--- config.mk ---
export PLATFORM = sky130hd
export DESIGN_NAME = dct16_stage1_butterfly
export DESIGN_NICKNAME = d
export VERILOG_FILES = /design/src/rtl/dct16_pkg.sv /design/src/rtl/dct16_pingpong_buf.sv /design/src/rtl/dct16_stage1_butterfly.sv
export SDC_FILE = /design/constraint.sdc
export NUM_CORES = 1
export LEC_CHECK = 0
export BUFFER_PORTS_ARGS = -buffer_cell sky130_fd_sc_hd__buf_2
export CAP_MARGIN = 20
export CORE_MARGIN = 5
export CORE_UTILIZATION = 45
export DETAILED_ROUTE_END_ITERATION = 6
export GPL_TIMING_DRIVEN = 0
export HOLD_SLACK_MARGIN = 0.03
export PLACE_DENSITY_LB_ADDON = 0.2
export SYNTH_ARGS = -nofsm -noshare
export SYNTH_HDL_FRONTEND = slang
export SYNTH_HIERARCHICAL = 1
export SYNTH_SLANG_ARGS = --single-unit
--- constraint.sdc ---
create_clock -name clk -period 5.25 [get_ports clk]
set_clock_uncertainty 0.15 [all_clocks]
set_input_delay 1.05 -clock clk [delete_from_list [all_inputs] [get_ports clk]]
set_output_delay 1.05 -clock clk [all_outputs]
set_load 0.02 [all_outputs]
--- src/rtl/dct16_pkg.sv ---
// Shared constants and types for the 16-point DCT datapath.
package dct16_pkg;

  localparam int DCT16_N     = 16;
  localparam int DCT16_HALF  = 8;
  localparam int DCT16_IDX_W = 4;

  typedef enum logic {
    IDLE  = 1'b0,
    DRAIN = 1'b1
  } rd_state_t;

  // Partner index of a butterfly pair: 15 - i.
  function automatic logic [DCT16_IDX_W-1:0] mirror_idx(input logic [DCT16_IDX_W-1:0] idx);
    return 4'd15 - idx;
  endfunction

endpackage

--- src/rtl/dct16_pingpong_buf.sv ---
// Two 16-entry sample banks: one written by the input side while the other
// is read as butterfly pairs (i, 15-i) by the output side.
module dct16_pingpong_buf
  import dct16_pkg::*;
#(
  parameter int DATA_WIDTH = 16
) (
  input  logic                   clk,
  input  logic                   wr_en,
  input  logic                   wr_bank,
  input  logic [DCT16_IDX_W-1:0] wr_idx,
  input  logic [DATA_WIDTH-1:0]  wr_data,
  input  logic                   rd_bank,
  input  logic [DCT16_IDX_W-1:0] rd_idx,
  output logic [DATA_WIDTH-1:0]  rd_lo,
  output logic [DATA_WIDTH-1:0]  rd_hi
);

  logic [DATA_WIDTH-1:0] mem [2][DCT16_N];

  // Bank storage; contents are deliberately not reset.
  always_ff @(posedge clk) begin
    if (wr_en) begin
      mem[wr_bank][wr_idx] <= wr_data;
    end
  end

  assign rd_lo = mem[rd_bank][rd_idx];
  assign rd_hi = mem[rd_bank][mirror_idx(rd_idx)];

endmodule

--- src/rtl/dct16_stage1_butterfly.sv ---
// DCT16 stage 1: frames serial samples into ping-pong banks and streams out
// s[0..7] then d[0..7]. Optional frame_err port under DCT16_S1_ERR_EN.
module dct16_stage1_butterfly
  import dct16_pkg::*;
#(
  parameter int DATA_WIDTH = 16
) (
  input  logic                  clk,
  input  logic                  rst_n,
  input  logic                  in_valid,
  input  logic                  in_sof,
  input  logic [DATA_WIDTH-1:0] in_sample,
  output logic                  out_valid,
  output logic                  out_sof,
  output logic [DATA_WIDTH:0]   out_sample
`ifdef DCT16_S1_ERR_EN
  ,
  output logic                  frame_err
`endif
);

  logic [DCT16_IDX_W-1:0] wr_idx;
  logic                   bank_ptr;
  logic                   pending;
  rd_state_t              state;
  logic [DCT16_IDX_W-1:0] rd_cnt;

  logic [DCT16_IDX_W-1:0] wr_addr;
  logic                   complete;
  logic [DCT16_IDX_W-1:0] rd_sel;
  logic                   emit;
  logic                   last;
  logic [DATA_WIDTH-1:0]  rd_lo;
  logic [DATA_WIDTH-1:0]  rd_hi;
  logic [DATA_WIDTH:0]    lo_ext;
  logic [DATA_WIDTH:0]    hi_ext;
  logic [DATA_WIDTH:0]    result;

  // Write addressing, frame completion and the butterfly datapath.
  always_comb begin
    wr_addr  = in_sof ? 4'd0 : wr_idx;
    complete = in_valid && !in_sof && (wr_idx == 4'd15);
    rd_sel   = (state == IDLE) ? 4'd0 : rd_cnt;
    emit     = (state == DRAIN) || pending;
    last     = (state == DRAIN) && (rd_cnt == 4'd15);
    lo_ext   = {rd_lo[DATA_WIDTH-1], rd_lo};
    hi_ext   = {rd_hi[DATA_WIDTH-1], rd_hi};
    if (rd_sel[3]) begin
      result = lo_ext - hi_ext;
    end else begin
      result = lo_ext + hi_ext;
    end
  end

  dct16_pingpong_buf #(.DATA_WIDTH(DATA_WIDTH)) u_buf (
    .clk     (clk),
    .wr_en   (in_valid),
    .wr_bank (bank_ptr),
    .wr_idx  (wr_addr),
    .wr_data (in_sample),
    .rd_bank (~bank_ptr),
    .rd_idx  ({1'b0, rd_sel[2:0]}),
    .rd_lo   (rd_lo),
    .rd_hi   (rd_hi)
  );

  // Write index and bank pointer; in_sof restarts the frame at index 0.
  always_ff @(posedge clk) begin
    if (!rst_n) begin
      wr_idx   <= 4'd0;
      bank_ptr <= 1'b0;
    end else if (in_valid) begin
      wr_idx <= in_sof ? 4'd1 : wr_idx + 4'd1;
      if (complete) begin
        bank_ptr <= ~bank_ptr;
      end
    end
  end

`ifdef DCT16_S1_ERR_EN
  // Flags an in_sof that discards a partially written frame.
  always_ff @(posedge clk) begin
    if (!rst_n) begin
      frame_err <= 1'b0;
    end else begin
      frame_err <= in_valid && in_sof && (wr_idx != 4'd0);
    end
  end
`endif

  // Readout FSM with registered outputs; a frame completing on the last
  // drain cycle chains straight into the next drain.
  always_ff @(posedge clk) begin
    if (!rst_n) begin
      state      <= IDLE;
      rd_cnt     <= 4'd0;
      pending    <= 1'b0;
      out_valid  <= 1'b0;
      out_sof    <= 1'b0;
      out_sample <= '0;
    end else begin
      out_valid  <= emit;
      out_sof    <= emit && (rd_sel == 4'd0);
      out_sample <= emit ? result : '0;
      case (state)
        IDLE: begin
          if (pending) begin
            state   <= DRAIN;
            rd_cnt  <= 4'd1;
            pending <= complete;
          end else begin
            pending <= complete;
          end
        end
        DRAIN: begin
          rd_cnt <= rd_cnt + 4'd1;
          if (last) begin
            if (pending || complete) begin
              pending <= 1'b0;
            end else begin
              state <= IDLE;
            end
          end else if (complete) begin
            pending <= 1'b1;
          end
        end
        default: begin
          state   <= IDLE;
          rd_cnt  <= 4'd0;
          pending <= 1'b0;
        end
      endcase
    end
  end

endmodule

# Word-level counts from Yosys, hierarchy flattened
# Memories as Yosys holds them, arrays and structs flattened.
# Cells that the tools add are included.
dict set report totals {
  register_bits 30
  mem_bits_rw 512
  in_bits 20
  word_cells 64
  mem_count 1
}
dict set report classes {
  n_addsub 5
  magnitude_cmp 4
  eq_ne 5
  mux 24
  bitwise 5
  reduce_logical 12
}
# name depth word_bits rd rd_clocked_by_memory_dff write_ports line_no
set memory_table {}
lappend memory_table {u_buf.mem 2 256 1 0 1 dct16_pingpong_buf.sv:19} ;# logic [DATA_WIDTH-1:0] mem [2][DCT16_N];
# op n
set op_table {}
lappend op_table {{two-way mux 256 bit} 1}
lappend op_table {{binary-select mux 16 bit (select 4 bit)} 2}
lappend op_table {{two-way mux 16 bit} 5}
lappend op_table {{demux 16 bit (select 4 bit)} 1}
lappend op_table {{adder 16 x 16 -> 17 bit} 1}
lappend op_table {{two-way mux 17 bit} 1}
lappend op_table {{subtractor 16 x 16 -> 17 bit} 1}
lappend op_table {{two-way mux 4 bit} 4}
lappend op_table {{greater-or-equal comparator 5 bit, second input constant} 3}
lappend op_table {{inverter 4 -> 5 bit} 2}
lappend op_table {{adder 4 x 1 -> 4 bit, second input constant} 2}
lappend op_table {{== test 4 bit, second input constant} 2}
lappend op_table {{case mux 4 bit (2 select lines)} 1}
lappend op_table {{two-way mux 1 bit} 7}
lappend op_table {{AND reduction 2 bit} 3}
lappend op_table {{logical AND 1 bit} 5}
lappend op_table {{less-than comparator 5 x 1 -> 1 bit, second input constant} 1}
lappend op_table {{inverter 3 -> 5 bit} 1}
lappend op_table {{logical NOT 4 bit} 1}
lappend op_table {{case mux 1 bit (2 select lines)} 2}
lappend op_table {{subtractor 4 x 3 -> 4 bit, first input constant} 1}
lappend op_table {{inequality test 3 x 1 -> 1 bit, second input constant} 1}
lappend op_table {{inequality test 3 x 2 -> 1 bit, second input constant} 1}
lappend op_table {{logical OR 1 bit} 2}
lappend op_table {{3 further kinds} 4}

# Depth between registers and ports, before layout
dict set report logic_depth {
  depth_word 8
  ltp_mapped 22
  mapped_depth_nobuf 18
}

# Hierarchy
# The synthesis kept the hierarchy.
# module instances cells_each area_each_um2 seq_area_each_um2
set by_module_without_submodules {}
lappend by_module_without_submodules {dct16_pingpong_buf 1 1337 21444.3 15374.7}
lappend by_module_without_submodules {dct16_stage1_butterfly 1 260 2138.3 600.6}

# Least setup slack after synthesis
# No wires, ideal clock.
dict set report synth_path {
  path_type {reg-to-reg}
  start {register state}
  end {register out_sample[16]}
  arrival_time_ps 4468
  slack_ps 517
  path_stages_with_launch 20
  cell_sequence {dfxtp_1 > clkbuf_1 > clkbuf_1 > and2_1 > nor2b_1 > buf_2 > clkbuf_1 > a22oi_1 > nand3_1 > nand4_1 > or4_4 > o41ai_1 > nand2_1 > xnor2_1 > ha_1 > and3_1 > and3_1 > a311oi_1 > xnor3_1 > and2_1}
}
dict set report synth_between {
  elab_chain_len 8
  elab_cells_between_ends 15
  classes_between {3 x add/sub; 8 x mux; 2 x bitwise; 2 x reduce/logical}
}
# item line_no
set synth_rtl {}
lappend synth_rtl {{start: declaration} dct16_stage1_butterfly.sv:25} ;# rd_state_t state;
lappend synth_rtl {{start signal: assignment} dct16_stage1_butterfly.sv:95} ;# state <= IDLE;
lappend synth_rtl {{start signal: assignment} dct16_stage1_butterfly.sv:108} ;# state <= DRAIN;
lappend synth_rtl {{start signal: assignment} dct16_stage1_butterfly.sv:121} ;# state <= IDLE;
lappend synth_rtl {{two-way mux 4 bit (*)} dct16_stage1_butterfly.sv:43} ;# rd_sel = (state == IDLE) ? 4'd0 : rd_cnt;
lappend synth_rtl {{named net rd_sel[0]} dct16_stage1_butterfly.sv:30} ;# logic [DCT16_IDX_W-1:0] rd_sel;
lappend synth_rtl {{subtractor 4 x 3 -> 4 bit (*)} dct16_pkg.sv:15} ;# return 4'd15 - idx;
lappend synth_rtl {{inverter 4 -> 5 bit (not written as such) (*)} dct16_pingpong_buf.sv:29} ;# assign rd_hi = mem[rd_bank][mirror_idx(rd_idx)];
lappend synth_rtl {{binary-select mux 16 bit (select 4 bit) (*)} dct16_pingpong_buf.sv:29}
lappend synth_rtl {{two-way mux 16 bit (not written as such) (*) (2 in a row)} dct16_pingpong_buf.sv:29}
lappend synth_rtl {{named net rd_hi[7]} dct16_stage1_butterfly.sv:34} ;# logic [DATA_WIDTH-1:0] rd_hi;
lappend synth_rtl {{adder 16 x 16 -> 17 bit or subtractor 16 x 16 -> 17 bit (tied branches)} {dct16_stage1_butterfly.sv:51, dct16_stage1_butterfly.sv:49}}
lappend synth_rtl {{two-way mux 17 bit (*)} dct16_stage1_butterfly.sv:48} ;# if (rd_sel[3]) begin
lappend synth_rtl {{end signal: assignment} dct16_stage1_butterfly.sv:104} ;# out_sample <= emit ? result : '0;
lappend synth_rtl {{end: declaration} dct16_stage1_butterfly.sv:15} ;# output logic [DATA_WIDTH:0] out_sample
# Mark *: on every way through the listed nets, which the timed path passes. The rest lies on a longest branch. The select of a mux whose other input is x is not followed.
# A chain may end at the register's enable or synchronous reset.

# Final worst setup path
dict set report layout_path {
  start {register bank_ptr}
  end {register out_sample[16]}
}
dict set report layout_between {
  elab_chain_len 7
  elab_cells_between_ends 11
  classes_between {2 x add/sub; 7 x mux; 1 x bitwise; 1 x memory}
}
# item line_no
set layout_rtl {}
lappend layout_rtl {{start: declaration} dct16_stage1_butterfly.sv:23} ;# logic bank_ptr;
lappend layout_rtl {{start signal: assignment} dct16_stage1_butterfly.sv:75} ;# bank_ptr <= ~bank_ptr;
lappend layout_rtl {{inverter 1 bit (*)} dct16_stage1_butterfly.sv:61} ;# .rd_bank (~bank_ptr),
lappend layout_rtl {{memory read (2 x 256 bit) (*)} --}
lappend layout_rtl {{binary-select mux 16 bit (select 4 bit) (*)} dct16_pingpong_buf.sv:29}
lappend layout_rtl {{two-way mux 16 bit (not written as such) (*) (2 in a row)} dct16_pingpong_buf.sv:29}
lappend layout_rtl {{named net rd_hi[2]} dct16_stage1_butterfly.sv:34}
lappend layout_rtl {{adder 16 x 16 -> 17 bit or subtractor 16 x 16 -> 17 bit (tied branches)} {dct16_stage1_butterfly.sv:51, dct16_stage1_butterfly.sv:49}}
lappend layout_rtl {{two-way mux 17 bit (*)} dct16_stage1_butterfly.sv:48}
# Marks and branches as above.

==> run summary <==
OUTCOME
---------------------------------------------------------------------------------
Run status ......................................................... finished clean

SETUP PATH
---------------------------------------------------------------------------------
Crit Reg-Reg Endpoint .............................................. out_sample[16]
Launch instance of the worst register-to-register path .............     bank_ptr
Critical Path End Type .............................................         flop
Critical path class ................................................ flop to flop
Critical path data required time ...................................      5.59 ns
Worst EP arrival ...................................................      5.40 ns
Critical path peak fanout ..........................................           10
Category of the worst setup path launch point ......................         flop
Worst-case reg-to-reg path depth ...................................           19
Setup slack on the worst flop-to-flop path .........................      0.19 ns
CP Launch Point ....................................................     bank_ptr
Capturing element of the worst setup path .......................... out_sample[16]

GLOBAL ROUTE
---------------------------------------------------------------------------------
Most Used Layer, Global Route ......................................         met2
Met3 Track Usage GR ................................................        5.93%
Largest net degree at the start of global routing ..................           33
Met1 GRT Util ......................................................        37.4%
Number of global-route vias before repair ..........................        15300
Overall fraction of global-route tracks in use .....................        27.5%
Number of antenna violations at the first check in global routing ..            8
GR met2 Demand/Resource ............................................        42.8%
Global-route wire length before repair .............................    112000 um
Overflow left after global routing .................................            0

POWER AND IR DROP
---------------------------------------------------------------------------------
Fraction of power consumed by sequential logic .....................        53.1%
Leakage ............................................................    0.0107 uW
Internal power .....................................................      7090 uW
Highest ir drop seen on vdd ........................................   0.000224 V
Power density of the placed cells ..................................   322 nW/um2
Comb pwr share .....................................................         2.9%
Clock group share of total power ...................................        43.9%
Switching component of the power ...................................      1840 uW
Net Sw Frac ........................................................        20.6%

FLOORPLAN
---------------------------------------------------------------------------------
Effective utilization at floorplan .................................        45.1%
Die boundary height ................................................       239 um
Number of top-level design ports ...................................           39
Standard-cell rows .................................................           84
Overall die width ..................................................       239 um
Total Die Area .....................................................    57100 um2
Placeable core region ..............................................    52200 um2

DRT
---------------------------------------------------------------------------------
Antenna-violating nets left ........................................            0
First-pass detailed-route iteration total ..........................            6
Detail-routed via count per cell ...................................         6.43
Wirelength, routed .................................................     80000 um
Number of remaining DRC errors .....................................            0
Final routed wire length divided by cell count .....................      32.3 um
Via count of the routed design .....................................        15900
Iteration-0 DRC count of the detailed router .......................         2300

CLOCK TREE
---------------------------------------------------------------------------------
Number of buffers created by CTS ...................................           55
CTS root buf ....................................................... sky130_fd_sc_hd__clkbuf_16
Clock sink count ...................................................          542
Clock-pin slew on the worst setup and hold paths ...................      0.06 ns
Hold-fix buffers, CTS ..............................................            0
Clock latency on the worst-skew pair ...............................      0.61 ns
Maximum number of buffers from clock root to sink ..................            3
H-tree levels ......................................................            2
TritonCTS clock tree ...............................................         done

SYNTHESIS
---------------------------------------------------------------------------------
Largest cells by area after synthesis .............................. sky130_fd_sc_hd__edfxtp_1, sky130_fd_sc_hd__mux2i_1, sky130_fd_sc_hd__a22oi_1, sky130_fd_sc_hd__nand3_1, sky130_fd_sc_hd__dfxtp_1
Post-synthesis average cell area ...................................     14.8 um2
Portion of synthesized cell area occupied by the leading cell type .        65.2%
Number of register bits inferred by synthesis ......................          542
Number of enable flip-flop cells after synthesis ...................          512
Post-synth cell types ..............................................           54
Async set or reset register ratio after synthesis ..................           0%
Most frequent cells after synthesis ................................ sky130_fd_sc_hd__edfxtp_1, sky130_fd_sc_hd__mux2i_1, sky130_fd_sc_hd__a22oi_1, sky130_fd_sc_hd__nand3_1, sky130_fd_sc_hd__clkbuf_1
Cell type with the highest aggregate area in the netlist ........... sky130_fd_sc_hd__edfxtp_1
Synthesized area ...................................................    23600 um2
Sequential share of the synthesized area ...........................        67.7%
Mapped Cells .......................................................         1597
Main flop type after synthesis ..................................... sky130_fd_sc_hd__edfxtp_1
Synth Warn # .......................................................            6
Dominant cell by count in the synthesized netlist .................. sky130_fd_sc_hd__edfxtp_1

PLACEMENT
---------------------------------------------------------------------------------
Number of buffers added on ports ...................................           38
Placed wire-length estimate after detailed placement ...............     56100 um
Placer Congestion ..................................................        0.985
Cell Area, Placed ..................................................    25300 um2

CELLS AND AREA
---------------------------------------------------------------------------------
Layout cells sized above 1 .........................................        17.7%
Number of fill cells in the layout .................................         4255
Final Cell Area ....................................................    27700 um2
Post-layout nets ...................................................         1779
Core occupancy in the finished layout ..............................        53.1%
Synthesis-to-finish area growth ....................................        17.6%

STA
---------------------------------------------------------------------------------
Actual slew at the worst max-slew pin ..............................     0.943 ns
Count of endpoints failing hold in the final timing report .........            0
Final clock period utilization by the worst path ...................        96.3%
Total setup violations reported at the end of the flow .............            0
Final Max Slew Viols ...............................................            0
Tmin final .........................................................      5.06 ns
Achievable Freq ....................................................    0.198 GHz
Setup TNS ..........................................................         0 ns
Slew margin rel. ...................................................        37.2%

MIN PATH
---------------------------------------------------------------------------------
Cell depth of the worst hold path ..................................            2
Tightest Hold Check Type ........................................... flop to flop

FLOW RUN
---------------------------------------------------------------------------------
Max-cap violations .................................................            0

[cells in the final DEF, fill, tap and decap left out, types with 7 or more instances in the layout]
| cell | instances |
|---|---|
| sky130_fd_sc_hd__edfxtp_1 | 512 |
| sky130_fd_sc_hd__mux2i_1 | 234 |
| sky130_fd_sc_hd__a22oi_1 | 195 |
| sky130_fd_sc_hd__nand3_1 | 126 |
| sky130_fd_sc_hd__clkbuf_16 | 57 |
| sky130_fd_sc_hd__nand2_1 | 52 |
| sky130_fd_sc_hd__buf_2 | 42 |
| sky130_fd_sc_hd__clkbuf_1 | 39 |
| sky130_fd_sc_hd__buf_8 | 34 |
| sky130_fd_sc_hd__nand4_1 | 33 |
| sky130_fd_sc_hd__nor2_2 | 33 |
| sky130_fd_sc_hd__a222oi_1 | 31 |
| sky130_fd_sc_hd__dfxtp_1 | 29 |
| sky130_fd_sc_hd__buf_4 | 23 |
| sky130_fd_sc_hd__nor2_1 | 22 |
| sky130_fd_sc_hd__a21oi_1 | 22 |
| sky130_fd_sc_hd__o21ai_0 | 18 |
| sky130_fd_sc_hd__ha_1 | 18 |
| sky130_fd_sc_hd__mux2i_2 | 18 |
| sky130_fd_sc_hd__xnor2_1 | 16 |
| sky130_fd_sc_hd__buf_6 | 15 |
| sky130_fd_sc_hd__clkinv_2 | 14 |
| sky130_fd_sc_hd__inv_1 | 12 |
| sky130_fd_sc_hd__and2_1 | 12 |
| sky130_fd_sc_hd__clkbuf_4 | 12 |
| sky130_fd_sc_hd__xor2_1 | 11 |
| sky130_fd_sc_hd__nor2b_1 | 11 |
| sky130_fd_sc_hd__clkbuf_2 | 11 |
| sky130_fd_sc_hd__diode_2 | 7 |
| sky130_fd_sc_hd__a21o_1 | 7 |
| sky130_fd_sc_hd__clkinv_1 | 7 |
| sky130_fd_sc_hd__buf_12 | 7 |
| sky130_fd_sc_hd__buf_16 | 7 |
[final cells by class]
| class | instances | area (um2) | area share [%] |
|---|---|---|---|
| sequential | 542 | 16000 | 57.6 |
| buffer | 104 | 853 | 3.08 |
| inverter | 12 | 45.0 | 0.162 |
| timing repair buffer | 82 | 848 | 3.06 |
| clock buffer | 68 | 1470 | 5.29 |
| multi-input combinational | 942 | 7330 | 26.4 |
| clock inverter | 34 | 337 | 1.21 |
| tap | 688 | 861 | 3.10 |
| antenna | 7 | 17.5 | 0.0632 |
[timing repair]
action                     in CTS  in global routing
buffers inserted                5                  7
pin swaps                       3                  7
gates resized for setup        68                105
setup endpoints to repair      11                  4
[critical path, stage by stage, from the launching register on]
cell	delay [ns]
sky130_fd_sc_hd__dfxtp_1	0.38
sky130_fd_sc_hd__inv_1	0.12
sky130_fd_sc_hd__clkbuf_4	0.23
sky130_fd_sc_hd__buf_12	0.19
sky130_fd_sc_hd__buf_6	0.22
sky130_fd_sc_hd__mux2i_1	0.38
sky130_fd_sc_hd__a22oi_1	0.12
sky130_fd_sc_hd__nand3_1	0.27
sky130_fd_sc_hd__nand4_1	0.29
sky130_fd_sc_hd__nor2_1	0.24
sky130_fd_sc_hd__nand2_1	0.18
sky130_fd_sc_hd__o41ai_4	0.38
sky130_fd_sc_hd__nand2_1	0.12
sky130_fd_sc_hd__xnor2_1	0.15
sky130_fd_sc_hd__ha_1	0.35
sky130_fd_sc_hd__and3_1	0.21
sky130_fd_sc_hd__and3_1	0.20
sky130_fd_sc_hd__a311oi_2	0.28
sky130_fd_sc_hd__xnor3_1	0.28
sky130_fd_sc_hd__and2_1	0.17
[state kept, by name, summed over array words and instances, names as in the netlist]
signal      cells
u_buf/mem     512
out_sample     17
rd_cnt          4
wr_idx          4
bank_ptr        1
out_sof         1
out_valid       1
pending         1
state           1
[worst min path at each step]
stage	from	slack, ns	endpoint
after global placement	wr_idx[0]	0.39	wr_idx[0]
final	wr_idx[0]	0.42	wr_idx[0]
after detailed placement	wr_idx[0]	0.40	wr_idx[0]
after global routing	wr_idx[0]	0.44	wr_idx[0]
after floorplan	wr_idx[0]	0.36	wr_idx[0]
after CTS	wr_idx[0]	0.42	wr_idx[0]
[power by group through the flow]
| stage | registers [uW] | clock network, uW | logic, uW |
|---|---|---|---|
| after detailed placement | 4840 | 0 | 243 |
| after CTS | 4740 | 3980 | 246 |
| final | 4740 | 3920 | 263 |
| after floorplan | 4840 | 0 | 109 |
| after global placement | 4840 | 0 | 230 |
| after global routing | 4740 | 4160 | 282 |
[metrics by stage]
stage	setup WS, ns	hold WS (ns)	power [uW]	cells
2_1_floorplan	0.517	0.363	4940	1601
3_3_place_gp	-1.02	0.390	5070	2327
3_5_place_dp	-1.03	0.404	5080	2359
4_1_cts	0.0319	0.420	8970	2465
5_1_grt	-0.0550	0.443	9180	2473
6_report	0.193	0.419	8930	2479
[cell families (layout without fill, tap and decap cells)]
group | after synthesis | after routing | synth area share [%]
adders and majority gates | 20 | 20 | 1.09
xor gates and xnor gates | 28 | 28 | 1.10
buffers and inverters | 117 | 300 | 2.53
AOI/OAI and AO/OA | 298 | 298 | 9.42
DFF | 542 | 542 | 67.7
other | 1 | 12 | 0.0159
and+or+nand+nor | 333 | 333 | 7.16
muxes | 258 | 258 | 11.0
[per-layer routing]
| metal | share of wire (%) | vias up |
|---|---|---|
| li1 | - | 6714 |
| met1 | 39 | 7995 |
| met2 | 46 | 1003 |
| met3 | 10 | 214 |
| met4 | 4.9 | 6 |
| met5 | 0.050 | - |
(Power assumes the default switching activity.)
